$ cat config.mk
export PLATFORM = sky130hd
export DESIGN_NAME = conv_window_sequencer
export DESIGN_NICKNAME = d
export VERILOG_FILES = /design/src/rtl/conv_window_sequencer.sv
export SDC_FILE = /design/constraint.sdc
export NUM_CORES = 1
export LEC_CHECK = 0
export CORE_MARGIN = 2
export CORE_UTILIZATION = 50
export DETAILED_ROUTE_END_ITERATION = 16
export PLACE_DENSITY_LB_ADDON = 0.3
export SLEW_MARGIN = 40
export SYNTH_ARGS = -nofsm -noshare
export SYNTH_HDL_FRONTEND = slang
export SYNTH_SLANG_ARGS = --single-unit
$ cat constraint.sdc
create_clock -name clock -period 4.6 [get_ports clock]
set_input_delay 0.92 -clock clock [delete_from_list [all_inputs] [get_ports clock]]
set_output_delay 0.92 -clock clock [all_outputs]
set_load 0.01 [all_outputs]
$ cat src/rtl/conv_window_sequencer.sv
// Convolution window address sequencer: walks a 12x12 image as four 6x6 quadrants,
// emitting every 3x3 window tap (576 per pass) under a valid/ready handshake.
module conv_window_sequencer #(
    parameter int QUAD_DIM = 6,
    parameter int KERNEL   = 3
) (
    input  logic       clock,
    input  logic       clear,
    input  logic       start,
    input  logic       ready,
    output logic       valid,
    output logic [3:0] pixel_row,
    output logic [3:0] pixel_col,
    output logic [1:0] quadrant,
    output logic       quadrant_lsb,
    output logic       new_row,
    output logic       new_vector,
    output logic [5:0] window_count,
    output logic       busy,
    output logic       done
);

    typedef enum logic [1:0] {
        ST_IDLE = 2'b00,
        ST_RUN  = 2'b01,
        ST_DONE = 2'b10
    } state_t;

    localparam logic [1:0] K_LAST = 2'(KERNEL - 1);
    localparam logic [1:0] W_LAST = 2'(QUAD_DIM - KERNEL);
    localparam logic [3:0] Q_OFS  = 4'(QUAD_DIM);

    state_t     state_r, state_s;
    logic [1:0] q_r, wr_r, wc_r, kr_r, kc_r;
    logic [1:0] q_s, wr_s, wc_s, kr_s, kc_s;
    logic [5:0] win_cnt_r, win_cnt_s;

    // Next state and tap-counter advance; counters move only on an accepted tap
    always_comb begin
        state_s   = state_r;
        q_s       = q_r;
        wr_s      = wr_r;
        wc_s      = wc_r;
        kr_s      = kr_r;
        kc_s      = kc_r;
        win_cnt_s = win_cnt_r;
        case (state_r)
            ST_IDLE: begin
                if (start) begin
                    state_s   = ST_RUN;
                    win_cnt_s = 6'd0;
                end else begin
                    state_s = ST_IDLE;
                end
            end
            ST_RUN: begin
                if (ready) begin
                    if (kc_r == K_LAST) begin
                        kc_s = 2'd0;
                        if (kr_r == K_LAST) begin
                            kr_s      = 2'd0;
                            win_cnt_s = win_cnt_r + 6'd1;
                            if (wc_r == W_LAST) begin
                                wc_s = 2'd0;
                                if (wr_r == W_LAST) begin
                                    // quadrant wraps 3->0 so all counters are zero again in DONE
                                    wr_s = 2'd0;
                                    q_s  = q_r + 2'd1;
                                    if (q_r == 2'd3) begin
                                        state_s = ST_DONE;
                                    end else begin
                                        state_s = ST_RUN;
                                    end
                                end else begin
                                    wr_s = wr_r + 2'd1;
                                end
                            end else begin
                                wc_s = wc_r + 2'd1;
                            end
                        end else begin
                            kr_s = kr_r + 2'd1;
                        end
                    end else begin
                        kc_s = kc_r + 2'd1;
                    end
                end else begin
                    state_s = ST_RUN;
                end
            end
            ST_DONE: begin
                state_s = ST_IDLE;
            end
            default: begin
                state_s = ST_IDLE;
            end
        endcase
    end

    // State and counter registers with synchronous clear
    always_ff @(posedge clock) begin
        if (clear) begin
            state_r   <= ST_IDLE;
            q_r       <= 2'd0;
            wr_r      <= 2'd0;
            wc_r      <= 2'd0;
            kr_r      <= 2'd0;
            kc_r      <= 2'd0;
            win_cnt_r <= 6'd0;
        end else begin
            state_r   <= state_s;
            q_r       <= q_s;
            wr_r      <= wr_s;
            wc_r      <= wc_s;
            kr_r      <= kr_s;
            kc_r      <= kc_s;
            win_cnt_r <= win_cnt_s;
        end
    end

    // Control outputs are masked by clear so they read 0 during the clear cycle itself
    assign valid        = (state_r == ST_RUN) && !clear;
    assign busy         = (state_r != ST_IDLE) && !clear;
    assign done         = (state_r == ST_DONE) && !clear;
    assign new_row      = valid && (kc_r == K_LAST) && (kr_r != K_LAST);
    assign new_vector   = valid && (kc_r == K_LAST) && (kr_r == K_LAST);
    assign pixel_row    = (q_r[1] ? Q_OFS : 4'd0) + {2'b00, wr_r} + {2'b00, kr_r};
    assign pixel_col    = (q_r[0] ? Q_OFS : 4'd0) + {2'b00, wc_r} + {2'b00, kc_r};
    assign quadrant     = q_r;
    assign quadrant_lsb = q_r[0];
    // The internal count has wrapped to 0 after the 64th window; show it saturated
    assign window_count = (state_r == ST_DONE) ? 6'd63 : win_cnt_r;

endmodule

==> results.cfg, run 1 <==
[synthesis]
synth.net_count = 147
netlist_instances = 131
yosysSeqAreaShare_pct = 30.3
synth_area_leaders = dfxtp_1 (30%), ha_1 (8.4%), fa_1 (6.7%)
synth_area_leader_cell = dfxtp_1
synth_top_area_share_pct = 30.3
avgSynthCellArea_um2 = 9.06
yosys_warnings = 0
synth_seq_cells = 18
syn-cell-area_um2 = 1190
synth.distinct_cells = 39

[cells_and_area]
utilization_pct = 64.3
area_delta_synth_final_pct = 21.0
nNetsFinal = 170
layout.cells.most_common = clkdlybuf4s50_1
drive_gt1_share_pct = 7.84
final_cell_mix = clkdlybuf4s50_1 (25), dfxtp_1 (18), nand2_1 (12), inv_1 (11), a21oi_1 (9)
fin_area_um2 = 1440
n_antenna_cell = 0

[timing]
finalSetupViolations = 0
hold_slack_ns = 0.505
fin_tns_setup_ns = 0
max_freq_mhz = 279
drv_slew = 0
min_period_over_period_pct = 77.8
finalHoldViolations = 0
rsz0062_at_grt = no
slew_headroom_pct = 62.5
period_needed_ns = 3.58
tightest_slew_ns = 0.560
fin_worst_skew_ns = 0.00604

[clocking]
cts_tree = yes
cts_sinks = 18
cts_buffers = 3
cts_setup_buffers = 0
root_buffer = clkbuf_4
cts_resized = 0
cts.path.max_buffers = 2
clock_latency_ns = 0.29
cts_max_level = 1
hold_buffers = 0
clkTransAtPathRegs_ns = 0.10

[worst_setup_path]
cpMostUsedCell = clkdlybuf4s50_1
crit_path_end_kind = primary output
max_stage_delay_ns = 0.56
timing.rr.end = win_cnt_r[4]
rrSetupSlack_ns = 2.76
criticalPathCategory = primary input to primary output
critPathLaunchType = primary input
critPathSlowestCell = clkdlybuf4s50_1
crit_fanout = 17
cp.arrival_ns = 2.66
path_buf_inv = 4
path_cells = clkdlybuf4s50_1, buf_4, inv_1, nand3b_1, a211oi_1, clkdlybuf4s50_1
r2r_start = kc_r[1]
required_ns = 3.68
critPathTopFamily = buffers and inverters
r2r_cells = 3

[route]
wl_per_cell_um = 14.4
final_antenna_net_count = 0
drcViolationCount = 0
drt_iter0_markers = 19
vias = 1069
viasPerCell = 5.91
totalWireLength_um = 2610
firstDrtPassIters = 4

[pwr]
power_leakage_nw = 0.595
p_switching_w = 0.0000684
ir_worst_vdd_uv = 146
cellInternalPower_w = 0.000220
pwr_density_cell_nw_per_um2 = 201
comb_power_share_pct = 10.3
seqPwrFrac_pct = 56.1
p_sw_share_pct = 23.7
clkPwrFrac_pct = 33.5
total_power_w = 0.000288

[floorplan]
die_height_um = 52.7
die_w_um = 52.7
start_util_pct = 53.2
dieArea_um2 = 2780
coreArea_um2 = 2230
fp-row-count = 17
pin_count = 26

[min_path]
hp-class = flip-flop to flip-flop
min-delay-start = win_cnt_r[5]
hold_depth = 2
holdPathEnd = win_cnt_r[5]

[global_routing]
grt_max_degree = 18
grt_pass1_wl_um = 4530
antenna_found_initial = 0
grt_pass1_vias = 1020
gr-total-overflow = 0
grt_use_total_pct = 21.9

[job]
drv_cap = 0

[place]
port-buffer-count = 25
gp_congestion = 0.850
place_area_um2 = 1400
place_hpwl_um = 2000

[outcome]
status = complete, no violations
-- routing by layer --
metal	up-vias	share of wire (%)	routed length [um]	global-route usage [%]
li1	514	-	-	-
met1	515	45	1180	27.9
met2	38	50	1310	35.8
met3	2	4.3	112	4.86
met4	0	0.27	7	8.12
met5	-	0	0	0
-- cell usage after synthesis --
cell and number:
buf_8 1, or3_1 1, o22ai_1 1, ha_1 8, nand2_1 12, inv_1 11
fa_1 4, mux2i_1 1, and4_1 1, nand3_1 4, a32oi_1 1, clkbuf_4 1
o211ai_1 1, a31oi_1 5, nand3b_4 1, nand4bb_1 1, nand4_1 3, and3b_1 1
buf_4 2, nor2_1 8, mux2_2 1, nand2b_1 7, a21oi_1 9, clkbuf_1 1
a211oi_1 1, a311o_1 1, and4bb_2 2, o41ai_1 1, nand3b_1 2, and3_1 1
clkbuf_8 2, o31ai_1 2, or4_1 5, o211ai_2 1, buf_6 1, nor3_4 1
o21ai_0 6, dfxtp_1 18, or3b_2 1
-- state kept, by name, summed over array words and instances, names as in the netlist --
name	flops
kc_r	2
wc_r	2
wr_r	2
state_r	2
win_cnt_r	6
quadrant	2
kr_r	2
-- power groups by stage --
stage / combinational (W) / clock (W) / sequential [W]
floorplan: 0.0000220 / 0 / 0.000163
global placement: 0.0000285 / 0 / 0.000165
detailed placement: 0.0000296 / 0 / 0.000165
CTS: 0.0000299 / 0.0000992 / 0.000162
global route: 0.0000330 / 0.000108 / 0.000162
finish: 0.0000298 / 0.0000966 / 0.000162
-- logic make-up (layout without fill, tap and decap cells) --
kind of cell,after synthesis,in the layout,share of synthesized area [%]
compound gates,29,29,15.4
fa+ha+maj,12,12,15.2
buf+inv,19,41,10.2
flops,18,18,30.3
mux,2,2,1.79
simple gates,51,51,27.1
-- final cells by class --
cell class	instances	area, um2
Fill cell	194	797
Inverter	11	41.3
Timing Repair Buffer	26	258
Multi-Input combinational cell	94	706
Sequential cell	18	360
Tap cell	28	35.0
Clock buffer	4	36.3
-- worst max-delay path by stage --
stage                 from      endpoint  slack [ns]  cells after the start
2_1_floorplan  quadrant[1]  pixel_row[2]        2.04                      3
3_3_place_gp         clear       new_row        1.08                      6
3_5_place_dp         clear       new_row        1.02                      6
4_1_cts              clear       new_row        1.02                      6
5_1_grt              clear       new_row        0.89                      6
6_report             clear       new_row        1.02                      6
-- per-stage QoR --
| step | worst slack [ns] | cells |
|---|---|---|
| after floorplan | 2.04 | 131 |
| after global placement | 1.08 | 177 |
| after detailed placement | 1.02 | 177 |
| after CTS | 1.02 | 181 |
| after global routing | 0.889 | 181 |
| final | 1.02 | 181 |
-- worst register-to-register path: cells and delay by family (launching register included) --
family	cells	cell delay, ns
and+or+nand+nor	2	1.16
AOI/OAI and AO/OA	1	0.14
DFF	1	0.47
No activity file was read; power rests on OpenSTA's default activity.
==> run 2, diff against run 1 <==
Clock period 4.6 ns to 3.58 ns, I/O delays scaled along.
==> run 2 against run 1 <==
Core utilization down 0.62 points. Sequential cell count is the same. Register-to-register slack got worse by 0.98 ns. Power increased by 19%. Count of clock-buffer cells in the layout is 1 lower. Clock power is 0.9% higher. First-iteration DRC count unchanged. Global-route usage down 0.68 points. Via count is 1.8% lower.
==> results.cfg, run 2 (synthesis gave the netlist of run 1 again) <==
[outcome]
status = complete, no violations

[floorplan]
start_util_pct = 53.2
dieArea_um2 = 2780
die_height_um = 52.7
die_w_um = 52.7
coreArea_um2 = 2230
fp-row-count = 17
pin_count = 26

[clocking]
cts_tree = yes
cts_max_level = 1
hold_buffers = 0
clock_latency_ns = 0.29
root_buffer = clkbuf_4
cts.path.max_buffers = 2
cts_resized = 0
cts_sinks = 18
cts_setup_buffers = 0
clkTransAtPathRegs_ns = 0.10
cts_buffers = 3

[cells_and_area]
drive_gt1_share_pct = 7.24
final_cell_mix = clkdlybuf4s50_1 (25), dfxtp_1 (18), nand2_1 (12), inv_1 (11), a21oi_1 (9)
multi_input_area_um2 = 706
n_antenna_cell = 0
fillers = 208
layout.cells.most_common = clkdlybuf4s50_1
top_register = win_cnt_r
regArea_um2 = 360
fin_area_um2 = 1420
nNetsFinal = 170
area_delta_synth_final_pct = 19.8
largest_reg_flops = 6

[global_routing]
gr-total-overflow = 0
grt_use_total_pct = 21.2
grt_max_degree = 18
antenna_found_initial = 0
grt_pass1_vias = 923
grt_pass1_wl_um = 4290

[timing]
slew_headroom_pct = 62.8
period_needed_ns = 3.22
rsz0062_at_grt = no
max_freq_mhz = 311
fin_worst_skew_ns = 0.00653
hold_slack_ns = 0.511
finalHoldViolations = 0
tightest_slew_ns = 0.555
fin_tns_setup_ns = 0
min_period_over_period_pct = 89.8
setup_ws_ns = 0.365
drv_slew = 0
finalSetupViolations = 0

[route]
totalWireLength_um = 2590
vias = 1050
wl_per_cell_um = 14.4
viasPerCell = 5.83
final_antenna_net_count = 0
drcViolationCount = 0
firstDrtPassIters = 4
drt_iter0_markers = 19

[worst_setup_path]
critPathSlowestCell = dfxtp_1
criticalPathCategory = flip-flop to primary output
crit_fanout = 5
max_stage_delay_ns = 0.52
critPathLaunchType = flip-flop
cp.arrival_ns = 2.50
required_ns = 2.86
path_cells = fa_1, ha_1, fa_1, clkdlybuf4s50_1
crit_path_end_kind = primary output
cpMostUsedCell = fa_1

[place]
place_area_um2 = 1400
place_hpwl_um = 2000
port-buffer-count = 25
preCtsSetupSlack_ns = 0.573
gp_congestion = 0.858

[pwr]
ir_worst_vdd_uv = 255
pwr_density_cell_nw_per_um2 = 241
power_leakage_nw = 0.587
total_power_w = 0.000343

[min_path]
hp-class = flip-flop to flip-flop

[job]
drv_cap = 0
-- run 2: cell count changes in the layout (fill, tap and decap cells not counted) --
cell / change
clkbuf_8: -1
-- run 2: worst paths after layout --
kind,startpoint,end,slack [ns],cells after the start
worst max-delay path,quadrant[1],pixel_row[2],0.36,4
worst min register to register,win_cnt_r[3],win_cnt_r[3],0.51,1
worst min-delay path,win_cnt_r[3],win_cnt_r[3],0.51,1
worst max register to register,kc_r[1],wc_r[0],1.78,3
-- run 2: area by class of cell --
class / count / area share (%)
Clock buffer: 3 / 1.58
Multi-Input combinational cell: 94 / 49.6
Timing Repair Buffer: 26 / 18.1
Inverter: 11 / 2.90
Sequential cell: 18 / 25.3
Tap cell: 28 / 2.46
-- run 2: worst max-delay path: cells and delay by family, from the launching register on --
| family | cells | cell delay (ns) |
|---|---|---|
| flops | 1 | 0.52 |
| fa+ha+maj | 3 | 1.16 |
| buf+inv | 1 | 0.52 |
-- run 2: stage by stage --
stage | instances | utilization (%)
global route | 180 | 63.7
global placement | 177 | 62.7
floorplan | 131 | -
CTS | 180 | 63.7
finish | 180 | 63.7
detailed placement | 177 | 62.7
-- run 2: power by group --
group | internal, W | switching (W)
clock network | 0.0000392 | 0.0000583
registers | 0.000203 | 0.00000460
logic | 0.0000173 | 0.0000209
total | 0.000259 | 0.0000838
-- run 2: metal layers --
| layer | wire length [um] | part of all wire [%] | global-route usage (%) |
|---|---|---|---|
| met2 | 1250 | 48 | 35.4 |
| met3 | 84 | 3.2 | 2.57 |
| met5 | 0 | 0 | 0 |
| met4 | 48 | 1.9 | 10.7 |
| met1 | 1210 | 47 | 26.6 |
